--- src/rtl/fetch_unit.sv ---
// Instruction fetch stage: PC register, imem request/response sequencing and decode handshake.
// Optional FETCH_MISALIGN_CHECK_EN turns a misaligned PC into a fault instead of a word-aligned fetch.
module fetch_unit #(
  parameter int              XLEN     = 32,
  parameter logic [XLEN-1:0] RESET_PC = '0
) (
  input  logic            clk,
  input  logic            rst_n,
  output logic [XLEN-1:0] pc,
  input  logic [XLEN-1:0] pc_next,
  input  logic            pc_load,
  output logic            imem_req_valid,
  input  logic            imem_req_ready,
  output logic [XLEN-1:0] imem_addr,
  input  logic            imem_rsp_valid,
  input  logic [31:0]     imem_rsp_data,
  input  logic            imem_rsp_err,
  output logic            inst_valid,
  input  logic            inst_ready,
  output logic [31:0]     inst,
  output logic [XLEN-1:0] inst_pc,
  output logic            inst_fault
);

  typedef enum logic [1:0] {
    S_FETCH = 2'd0,
    S_WAIT  = 2'd1,
    S_VALID = 2'd2,
    S_EXEC  = 2'd3
  } state_t;

  state_t          state_q, state_d;
  logic [XLEN-1:0] pc_q, pc_d;
  logic [31:0]     inst_q, inst_d;
  logic            fault_q, fault_d;
  logic            misalign;

`ifdef FETCH_MISALIGN_CHECK_EN
  assign misalign  = (pc_q[1:0] != 2'b00);
  assign imem_addr = pc_q;
`else
  // Low address bits are dropped; the unaligned PC itself is still reported on inst_pc.
  assign misalign  = 1'b0;
  assign imem_addr = {pc_q[XLEN-1:2], 2'b00};
`endif

  assign pc             = pc_q;
  assign inst_pc        = pc_q;
  assign inst           = inst_q;
  assign inst_fault     = fault_q;
  assign inst_valid     = (state_q == S_VALID);
  assign imem_req_valid = (state_q == S_FETCH) && !misalign;

  always_comb begin
    state_d = state_q;
    pc_d    = pc_q;
    inst_d  = inst_q;
    fault_d = fault_q;
    case (state_q)
      S_FETCH: begin
        if (misalign) begin
          state_d = S_VALID;
          inst_d  = 32'h0;
          fault_d = 1'b1;
        end else if (imem_req_ready) begin
          state_d = S_WAIT;
        end
      end
      S_WAIT: begin
        // Responses seen in any other state are stale and ignored.
        if (imem_rsp_valid) begin
          state_d = S_VALID;
          inst_d  = imem_rsp_err ? 32'h0 : imem_rsp_data;
          fault_d = imem_rsp_err;
        end
      end
      S_VALID: begin
        if (inst_ready) begin
          if (pc_load) begin
            pc_d    = pc_next;
            state_d = S_FETCH;
          end else begin
            state_d = S_EXEC;
          end
        end
      end
      S_EXEC: begin
        if (pc_load) begin
          pc_d    = pc_next;
          state_d = S_FETCH;
        end
      end
      default: state_d = S_FETCH;
    endcase
  end

  always_ff @(posedge clk or negedge rst_n) begin
    if (!rst_n) begin
      state_q <= S_FETCH;
      pc_q    <= RESET_PC;
      inst_q  <= 32'h0;
      fault_q <= 1'b0;
    end else begin
      state_q <= state_d;
      pc_q    <= pc_d;
      inst_q  <= inst_d;
      fault_q <= fault_d;
    end
  end

endmodule

--- config.mk ---
export PLATFORM = sky130hd
export DESIGN_NAME = fetch_unit
export DESIGN_NICKNAME = d
export VERILOG_FILES = /design/src/rtl/fetch_unit.sv
export SDC_FILE = /design/constraint.sdc
export NUM_CORES = 1
export LEC_CHECK = 0
export BUFFER_PORTS_ARGS = -buffer_cell sky130_fd_sc_hd__buf_2
export CORE_MARGIN = 4
export CORE_UTILIZATION = 43
export DETAILED_ROUTE_END_ITERATION = 6
export GPL_ROUTABILITY_DRIVEN = 1
export PLACE_DENSITY = 0.77
export SETUP_SLACK_MARGIN = 0.3
export SLEW_MARGIN = 20
export SYNTH_ARGS = -nofsm -noshare
export SYNTH_HDL_FRONTEND = slang
export SYNTH_SLANG_ARGS = --single-unit
--- constraint.sdc ---
create_clock -name clk -period 2 [get_ports clk]
set_input_delay 0.3 -clock clk [delete_from_list [all_inputs] [get_ports clk]]
set_output_delay 0.3 -clock clk [all_outputs]
set_load 0.01 [all_outputs]
* Word level (Yosys, flattened, before mapping) *
Cells that the tools add are included.

word-level totals
  word-level logic and storage cells = 26
  bits in registers = 67
  output and inout bits = 131

cells by class
  reduce and logical (&&, ||, !) cells = 5
  multiplexer cells = 10
  equal/unequal tests = 7

operator list
  operator                                                          count
  32-bit two-way mux                                                3
  32-bit case mux with 2 select lines                               1
  2-bit two-way mux                                                 5
  2-bit case mux with 4 select lines                                1
  2-bit == test (second input constant)                             2
  2-bit by 1-bit != test with 1-bit output (second input constant)  2
  2-bit != test (second input constant)                             2
  2-bit AND reduction                                               2
  4-bit AND reduction                                               1
  2-bit by 1-bit == test with 1-bit output (second input constant)  1
  2-bit logical NOT                                                 1
  2-bit nonzero test                                                1

* Logic depth before layout (Yosys ltp) *
Gate-level depths: netlist of run 1.

  depth after elaboration = 3
  mapped depth = 4

* Least setup slack after synthesis of run 1 *
OpenSTA, ideal clock, no wires.

  path type = register to register
  start = register state_q[0]
  end = register pc_q[10] (netlist: inst_pc[10])
  setup time = 0.125 ns
  path slack = 0.581 ns
  data arrival time = 1.294 ns
  path buffers = 1
  required time = 1.875 ns
  period minus slack after synthesis = 1.419 ns
  stages on the path, launching flop included = 4
  cells stage by stage = dfrtp_1 > o211ai_1 > buf_4 > mux2_2

between the ends
  word-level cells in the longest chain between the ends = 3
  elaborated cells on any way between the ends = 6
  those cells by class = 3 x eq/ne; 1 x mux; 2 x reduce/logical

ends and longest elaborated chain
  element                                                                                                 line  source
  start: declaration                                                                                      32    state_t state_q, state_d;
  start signal: assignment                                                                                104   state_q <= state_d;
  2-bit == test                                                                                           59    case (state_q)
  2-bit by 1-bit != test with 1-bit output (no source line) / 2-bit nonzero test (equally long branches)  --
  2-bit AND reduction (no source line)                                                                    --
  end signal: assignment                                                                                  105   pc_q <= pc_d;
  end: declaration                                                                                        33    logic [XLEN-1:0] pc_q, pc_d;

Several ways; a longest one is shown, not always the timed one.
A chain may end at the register's enable or synchronous reset.

* Worst setup path after layout of run 1 *
  start = register state_q[0]
  end = register pc_q[15] (netlist: inst_pc[15])

The elaborated chain is that of the path after synthesis.

==> qor.yml, run 1 <==
outcome:
  run_status: "finished, final reports clean"
setup_path:
  critical_path_class: "register to register"
  r2r-end: "inst_pc[15]$_DFFE_PN0P_"
  cp-end-kind: "register"
  critPathArrivalTime_ns: 1.73
  required_ns: 2.22
  timing.rr.start: "state_q[0]$_DFFE_PN0P_"
  start_kind: "register"
  worst_path_fanout_max: 32
  setup.reg_to_reg.worst_slack_ns: 0.49
  reg2reg_depth: 3
synth:
  synth-warning-count: 0
  syn_area_um2: 3250
  synth_top_family_by_area: "multiplexers"
  synth.ff_latch_count: 67
  synth_cells: 248
  post_synth_mux_area_share: 0.233
  syn_area_per_cell_um2: 13.1
  synth_simple_gate_area_frac: 0.0674
  netlist-cell-type-count: 16
  seq_area_frac_synth: 0.516
  synth_fa_ha_area_frac: 0
  synth_compound_gate_area_share: 0.00886
  yosys.area_share.xor_xnor: 0
cells_and_area:
  layout.cells.most_common: "sky130_fd_sc_hd__buf_2"
  syn2layout_area_growth_pct: 25.3
  mostFrequentLayoutCells: "199 x sky130_fd_sc_hd__buf_2, 67 x sky130_fd_sc_hd__dfrtp_1, 61 x sky130_fd_sc_hd__mux2_2"
  filler_cell_count: 678
  antenna_diode_instance_count: 0
  drive_gt1_frac: 0.719
  post_layout_utilization_of_the_core: 0.558
  final_nets: 460
placement:
  detail_placement_hpwl_um: 5650
  gpl.final_weighted_congestion: 0.706
  placement.io_buffers: 199
global_route:
  global_route_total_overflow: 0
  grt.total_usage: 0.159
  grt_first_pass_wirelength_um: 10700
  grt_start_max_net_pins: 68
  number_of_antenna_violations_at_the_first_check_in_global_routing: 0
  first_global_vias: 2098
power:
  power_per_cell_area_nw_per_um2: 1620
  p_comb_frac: 0.459
  power.share.clock: 0.173
  intPower_mw: 4.18
  switching_power_as_a_share_of_total_power: 0.366
  p_leak_nw: 2.18
  max-vdd-ir-drop_mv: 0.456
  switching_power_mw: 2.42
  seq_power_share: 0.367
worst_hold_path:
  holdPathStages: 2
  endpoint_with_the_worst_hold_slack: "inst_pc[7]$_DFFE_PN0P_"
  hold_path_startpoint: "pc_next[7]"
  holdCritPathClass: "input port to register"
clocking:
  clock_latency_ns: 0.33
  cts-root-to-sink-buffers: 2
  cts.root.buffer_cell: "sky130_fd_sc_hd__clkbuf_8"
  clk_transition_reported_paths_ns: 0.07
  post_cts_resized: 0
  hold_buffers: 1
  clock_sinks: 67
  cts_buffers: 9
  cts_tree: "yes"
  cts_max_level: 3
  post_cts_buffers: 0
route:
  detailroute.via_count: 2241
  routedWlPerCell_um: 15.0
  detail_route.vias_per_cell: 4.56
  first_pass_iters: 4
  drt_iter0_markers: 29
  postRouteAntennaNets: 0
  post-route-drc-count: 0
  drt-total-wl_um: 7380
floorplanning:
  fp.dieArea_um2: 9010
  coreArea_um2: 7290
  design.portCount: 202
  initial_utilization: 0.445
  dieWidth_um: 94.9
  die_h_um: 94.9
  rows: 31
timing:
  unrepaired_setup_endpoints_after_global_routing: "false"
  slew_violations: 0
  tightest_pin_transition_ns: 0.577
  fin_tns_setup_ns: 0
  max_slew_margin: 0.616
  period_minus_slack_ns: 1.51
  finalSetupViolations: 0
  finalCritPeriodShare: 0.754
  hold_violations: 0
  maxClockFrequency_mhz: 663
  skew_final_ns: 0.00490
flow_run:
  drv_cap: 0
-- metrics by stage --
step	instance area (um^2)	cells	hold WS, ns	setup slack (ns)	total power [mW]
floorplan	3250	249	0.00441	0.581	4.90
detailed placement	3860	476	0.368	0.487	5.55
finish	4070	491	0.194	0.492	6.60
global placement	3860	476	0.343	0.508	5.47
global route	4070	491	0.181	0.370	7.04
CTS	4070	491	0.175	0.479	6.72
-- cell type report --
| cell class | instances | area (um^2) | share of cell area |
|---|---|---|---|
| flip-flops and latches | 67 | 1680 | 0.412 |
| repair buffers | 203 | 1050 | 0.259 |
| multi-input cells | 107 | 1010 | 0.249 |
| clock buffers | 12 | 165 | 0.0406 |
| well taps | 99 | 124 | 0.0304 |
| clock inverters | 2 | 35.0 | 0.00860 |
| inverters | 1 | 3.75 | 0.000922 |
-- worst max-delay path: stages (launching register included) --
cell and delay (ns):
sky130_fd_sc_hd__dfrtp_1 0.42, sky130_fd_sc_hd__o211ai_1 0.18, sky130_fd_sc_hd__buf_4 0.39, sky130_fd_sc_hd__mux2_2 0.39
-- cells in the mapped netlist --
| cell type | count | area [um^2] |
|---|---|---|
| sky130_fd_sc_hd__inv_1 | 1 | 3.75 |
| sky130_fd_sc_hd__and3b_1 | 1 | 8.76 |
| sky130_fd_sc_hd__conb_1 | 1 | 3.75 |
| sky130_fd_sc_hd__o21ai_0 | 1 | 5.00 |
| sky130_fd_sc_hd__dfrtp_1 | 67 | 1680 |
| sky130_fd_sc_hd__mux2_4 | 4 | 60.1 |
| sky130_fd_sc_hd__nor2b_1 | 33 | 206 |
| sky130_fd_sc_hd__buf_4 | 67 | 503 |
| sky130_fd_sc_hd__a21o_1 | 1 | 7.51 |
| sky130_fd_sc_hd__buf_6 | 4 | 45.0 |
| sky130_fd_sc_hd__clkbuf_1 | 3 | 11.3 |
| sky130_fd_sc_hd__mux2i_1 | 1 | 10.0 |
| sky130_fd_sc_hd__nor2_1 | 1 | 3.75 |
| sky130_fd_sc_hd__o211ai_1 | 1 | 7.51 |
| sky130_fd_sc_hd__mux2_2 | 61 | 687 |
| sky130_fd_sc_hd__a221oi_1 | 1 | 8.76 |
-- sequential cells by signal, indices dropped and copies added, names as in the netlist --
| name | count |
|---|---|
| inst | 32 |
| inst_pc | 32 |
| state_q | 2 |
| inst_fault | 1 |
-- worst max-delay path by stage --
| stage | cells after the start | startpoint | to |
|---|---|---|---|
| floorplan | 3 | state_q[0]$_DFFE_PN0P_ | inst_pc[10]$_DFFE_PN0P_ |
| global placement | 3 | state_q[0]$_DFFE_PN0P_ | inst_pc[27]$_DFFE_PN0P_ |
| detailed placement | 3 | state_q[0]$_DFFE_PN0P_ | inst_pc[8]$_DFFE_PN0P_ |
| CTS | 3 | state_q[0]$_DFFE_PN0P_ | inst_pc[8]$_DFFE_PN0P_ |
| global route | 3 | state_q[0]$_DFFE_PN0P_ | inst_pc[15]$_DFFE_PN0P_ |
| finish | 3 | state_q[0]$_DFFE_PN0P_ | inst_pc[15]$_DFFE_PN0P_ |
-- power groups by stage --
stage | sequential [mW] | combinational, mW | clock [mW]
after floorplan | 2.70 | 2.20 | 0
after global placement | 2.43 | 3.05 | 0
after detailed placement | 2.46 | 3.09 | 0
after CTS | 2.44 | 3.10 | 1.18
after global routing | 2.52 | 3.27 | 1.24
final | 2.42 | 3.03 | 1.14
-- per-layer routing --
layer	vias to the layer above	track usage	wire, um
met3	10	0.0382	622
met1	1084	0.182	2680
met5	-	0	0
met2	110	0.281	3970
li1	1037	-	-
met4	0	0.0685	108
-- kinds of logic after synthesis --
group | count (synthesis)
muxes | 66
buffers and inverters | 75
other | 1
AOI/OAI and AO/OA | 4
DFF | 67
and+or+nand+nor | 35
(Power assumes the default switching activity.)
==> inputs of run 2 (changes only) <==
Settings changed: ABC_AREA set to 1, CORE_UTILIZATION 43 to 39, PLACE_DENSITY 0.77 to 0.74.
Clock period 2 ns to 1.22 ns, I/O delays scaled along.
==> qor.yml, run 2 <==
outcome:
  run_status: "finished with violations"
  violations: "setup timing"
synth:
  netlist-cell-type-count: 21  # +5
  synth.top_cells.by_count: "159 x sky130_fd_sc_hd__nand2_1, 67 x sky130_fd_sc_hd__buf_4, 67 x sky130_fd_sc_hd__dfrtp_1"
  share_of_synthesized_registers_carrying_an_async_set_or_reset: 1.00  # unchanged
  syn_area_per_cell_um2: 8.70  # -34%
  seq_area_frac_synth: 0.522  # +0.00603
  synth_cells: 369  # +49%
  synth_top_cells_by_area: "sky130_fd_sc_hd__dfrtp_1 52%, sky130_fd_sc_hd__nand2_1 19%, sky130_fd_sc_hd__buf_4 16%"
  synth-warning-count: 0  # unchanged
  synth.top_cell.area_share: 0.522  # +0.00603
  synth.ff_latch_count: 67  # unchanged
  syn_area_um2: 3210  # -1.2%
  synth_enable_flop_cells: 0  # unchanged
  yosys.area.top_type: "sky130_fd_sc_hd__dfrtp_1"
  synthMostInstantiatedCell: "sky130_fd_sc_hd__nand2_1"
  postSynth.topFlopCell: "sky130_fd_sc_hd__dfrtp_1"
timing:
  fin_tns_setup_ns: -3.53  # -3.53 ns
  unrepaired_setup_endpoints_after_global_routing: "true"
  maxClockFrequency_mhz: 766  # +15%
  skew_final_ns: 0.00811  # +0.00321 ns
  slew_violations: 0  # unchanged
  finalWorstSetupSlack_ns: -0.0859  # -0.578 ns
  finalCritPeriodShare: 1.07  # +0.316
  period_minus_slack_ns: 1.31  # -0.202 ns
  hold_violations: 0  # unchanged
  finalSetupViolations: 68  # +68
  hold-worst-slack_ns: 0.0439  # -0.150 ns
cells_and_area:
  multi_input_comb_area_um2: 973  # -4.0%
  antenna_diode_instance_count: 0  # unchanged
  filler_cell_count: 715  # +5.5%
  layout.cells.most_common: "sky130_fd_sc_hd__buf_2"
  final_nets: 624  # +36%
  regArea_um2: 1680  # +0.15%
  drive_gt1_frac: 0.518  # -0.201
  mostFrequentLayoutCells: "186 x sky130_fd_sc_hd__buf_2, 156 x sky130_fd_sc_hd__nand2_1, 65 x sky130_fd_sc_hd__dfrtp_1"
  syn2layout_area_growth_pct: 45.4
clocking:
  cts_tree: "yes"
  clk_transition_reported_paths_ns: 0.07  # about the same
  cts-root-to-sink-buffers: 2  # unchanged
  cts_max_level: 3  # unchanged
  clock_sinks: 67  # unchanged
  clock_latency_ns: 0.33  # about the same
  cts.root.buffer_cell: "sky130_fd_sc_hd__clkbuf_8"
  cts_buffers: 9  # unchanged
setup_path:
  worst_path_fanout_max: 8  # -75%
  required_ns: 1.49  # -0.73 ns
  start_kind: "register"
  critPathArrivalTime_ns: 1.57  # -0.16 ns
  critical_path_class: "register to register"
  cp-end-kind: "register"
global_route:
  number_of_antenna_violations_at_the_first_check_in_global_routing: 2  # +2
  grt_start_max_net_pins: 36  # -47%
  grt.total_usage: 0.178  # +0.0188
  first_global_vias: 2879  # +37%
  global_route_total_overflow: 0  # unchanged
  grt_first_pass_wirelength_um: 13800  # +29%
route:
  detail_route.vias_per_cell: 4.55  # -0.21%
  routedWlPerCell_um: 13.7  # -8.5%
  first_pass_iters: 4  # unchanged
  drt-total-wl_um: 9070  # +23%
  post-route-drc-count: 0  # unchanged
  drt_iter0_markers: 83  # +190%
  detailroute.via_count: 3006  # +34%
  postRouteAntennaNets: 0  # unchanged
placement:
  placement.io_buffers: 199  # unchanged
  gpl.final_weighted_congestion: 0.806  # +14%
  detail_placement_hpwl_um: 6210  # +9.8%
  detailedPlace.worstSlack_ns: 0.0297  # -0.457 ns
power:
  power_per_cell_area_nw_per_um2: 2540  # +57%
  p_leak_nw: 2.85  # +31%
  max-vdd-ir-drop_mv: 0.880  # +93%
flow_run:
  drv_cap: 0  # unchanged
floorplanning:
  rows: 32  # +3.2%
  fp.dieArea_um2: 9750  # +8.2%
  design.portCount: 202  # unchanged
  dieWidth_um: 98.7  # +4.0%
  coreArea_um2: 7850  # +7.6%
  die_h_um: 98.7  # +4.0%
  initial_utilization: 0.409  # -0.0363
worst_hold_path:
  holdCritPathClass: "input port to register"
[run 2: per-stage QoR]
| stage | total power [mW] | area [um^2] | util | cells |
|---|---|---|---|---|
| finish | 11.8 | 4670 | 0.595 | 660 |
| global route | 12.7 | 4670 | 0.595 | 660 |
| CTS | 11.4 | 4440 | 0.565 | 644 |
| detailed placement | 8.76 | 3880 | 0.495 | 604 |
| global placement | 8.65 | 3880 | 0.495 | 604 |
| floorplan | 7.58 | 3230 | - | 370 |
[run 2: timing repair]
action | in CTS | in global routing
pin swaps | 4 | 6
endpoints found under the setup margin | 196 | 196
hold endpoints to repair | 67 | 0
buffers inserted | 19 | 14
hold buffers | 1 | 0
gates resized for setup | 25 | 16
cloned | 4 | 2
[run 2: kinds of logic (layout without fill, tap and decap cells)]
group | Yosys count | after routing | share of synthesized area
other cells | 1 | 2 | 0.00117
buf+inv | 86 | 274 | 0.190
flops | 67 | 67 | 0.522
compound gates | 4 | 4 | 0.00701
simple gates | 211 | 211 | 0.280
[run 2: routing by layer]
metal / share of wire / up-vias / track usage
met5: 0.0025 / - / 0
met4: 0.020 / 4 / 0.0735
met3: 0.11 / 16 / 0.0587
met2: 0.50 / 160 / 0.310
met1: 0.37 / 1386 / 0.199
li1: - / 1440 / -
[run 2: final timing paths]
check                                                to                    from  slack [ns]  cells past startpoint
worst max-delay path            inst_pc[25]$_DFFE_PN0P_  state_q[0]$_DFFE_PN0P_       -0.09                      8
worst min-delay path               inst[27]$_DFFE_PN0P_       imem_rsp_data[27]        0.04                      3
worst max register to register  inst_pc[25]$_DFFE_PN0P_  state_q[0]$_DFFE_PN0P_       -0.09                      8
worst min register to register     inst[10]$_DFFE_PN0P_    inst[10]$_DFFE_PN0P_        0.48                      2
max in group asynchronous        state_q[0]$_DFFE_PN0P_                   rst_n        0.45                      3
min in group asynchronous           inst[2]$_DFFE_PN0P_                   rst_n        0.43                      3
[run 2: power breakdown]
part / total (mW) / internal (mW) / switching (mW) / leakage [nW]
clock: 1.66 / 0.843 / 0.819 / 0.0884
sequential: 3.89 / 3.14 / 0.747 / 0.851
combinational: 6.30 / 3.13 / 3.17 / 1.91
[run 2: area by class of cell]
type                            instances  area share
Multi-Input combinational cell        217       0.209
Sequential cell                        67       0.360
Timing Repair Buffer                  251       0.358
Clock buffer                           12      0.0332
Clock inverter                          4     0.00536
Inverter                                7     0.00724
Tap cell                              102      0.0273
[run 2: worst max-delay path: stages (launching register included)]
cell and delay, ns:
sky130_fd_sc_hd__dfrtp_2 0.42, sky130_fd_sc_hd__buf_4 0.15, sky130_fd_sc_hd__inv_4 0.07, sky130_fd_sc_hd__nand3b_4 0.12, sky130_fd_sc_hd__nand2_4 0.12, sky130_fd_sc_hd__buf_12 0.12, sky130_fd_sc_hd__clkbuf_16 0.15, sky130_fd_sc_hd__nand2_1 0.06
sky130_fd_sc_hd__nand2_1 0.05
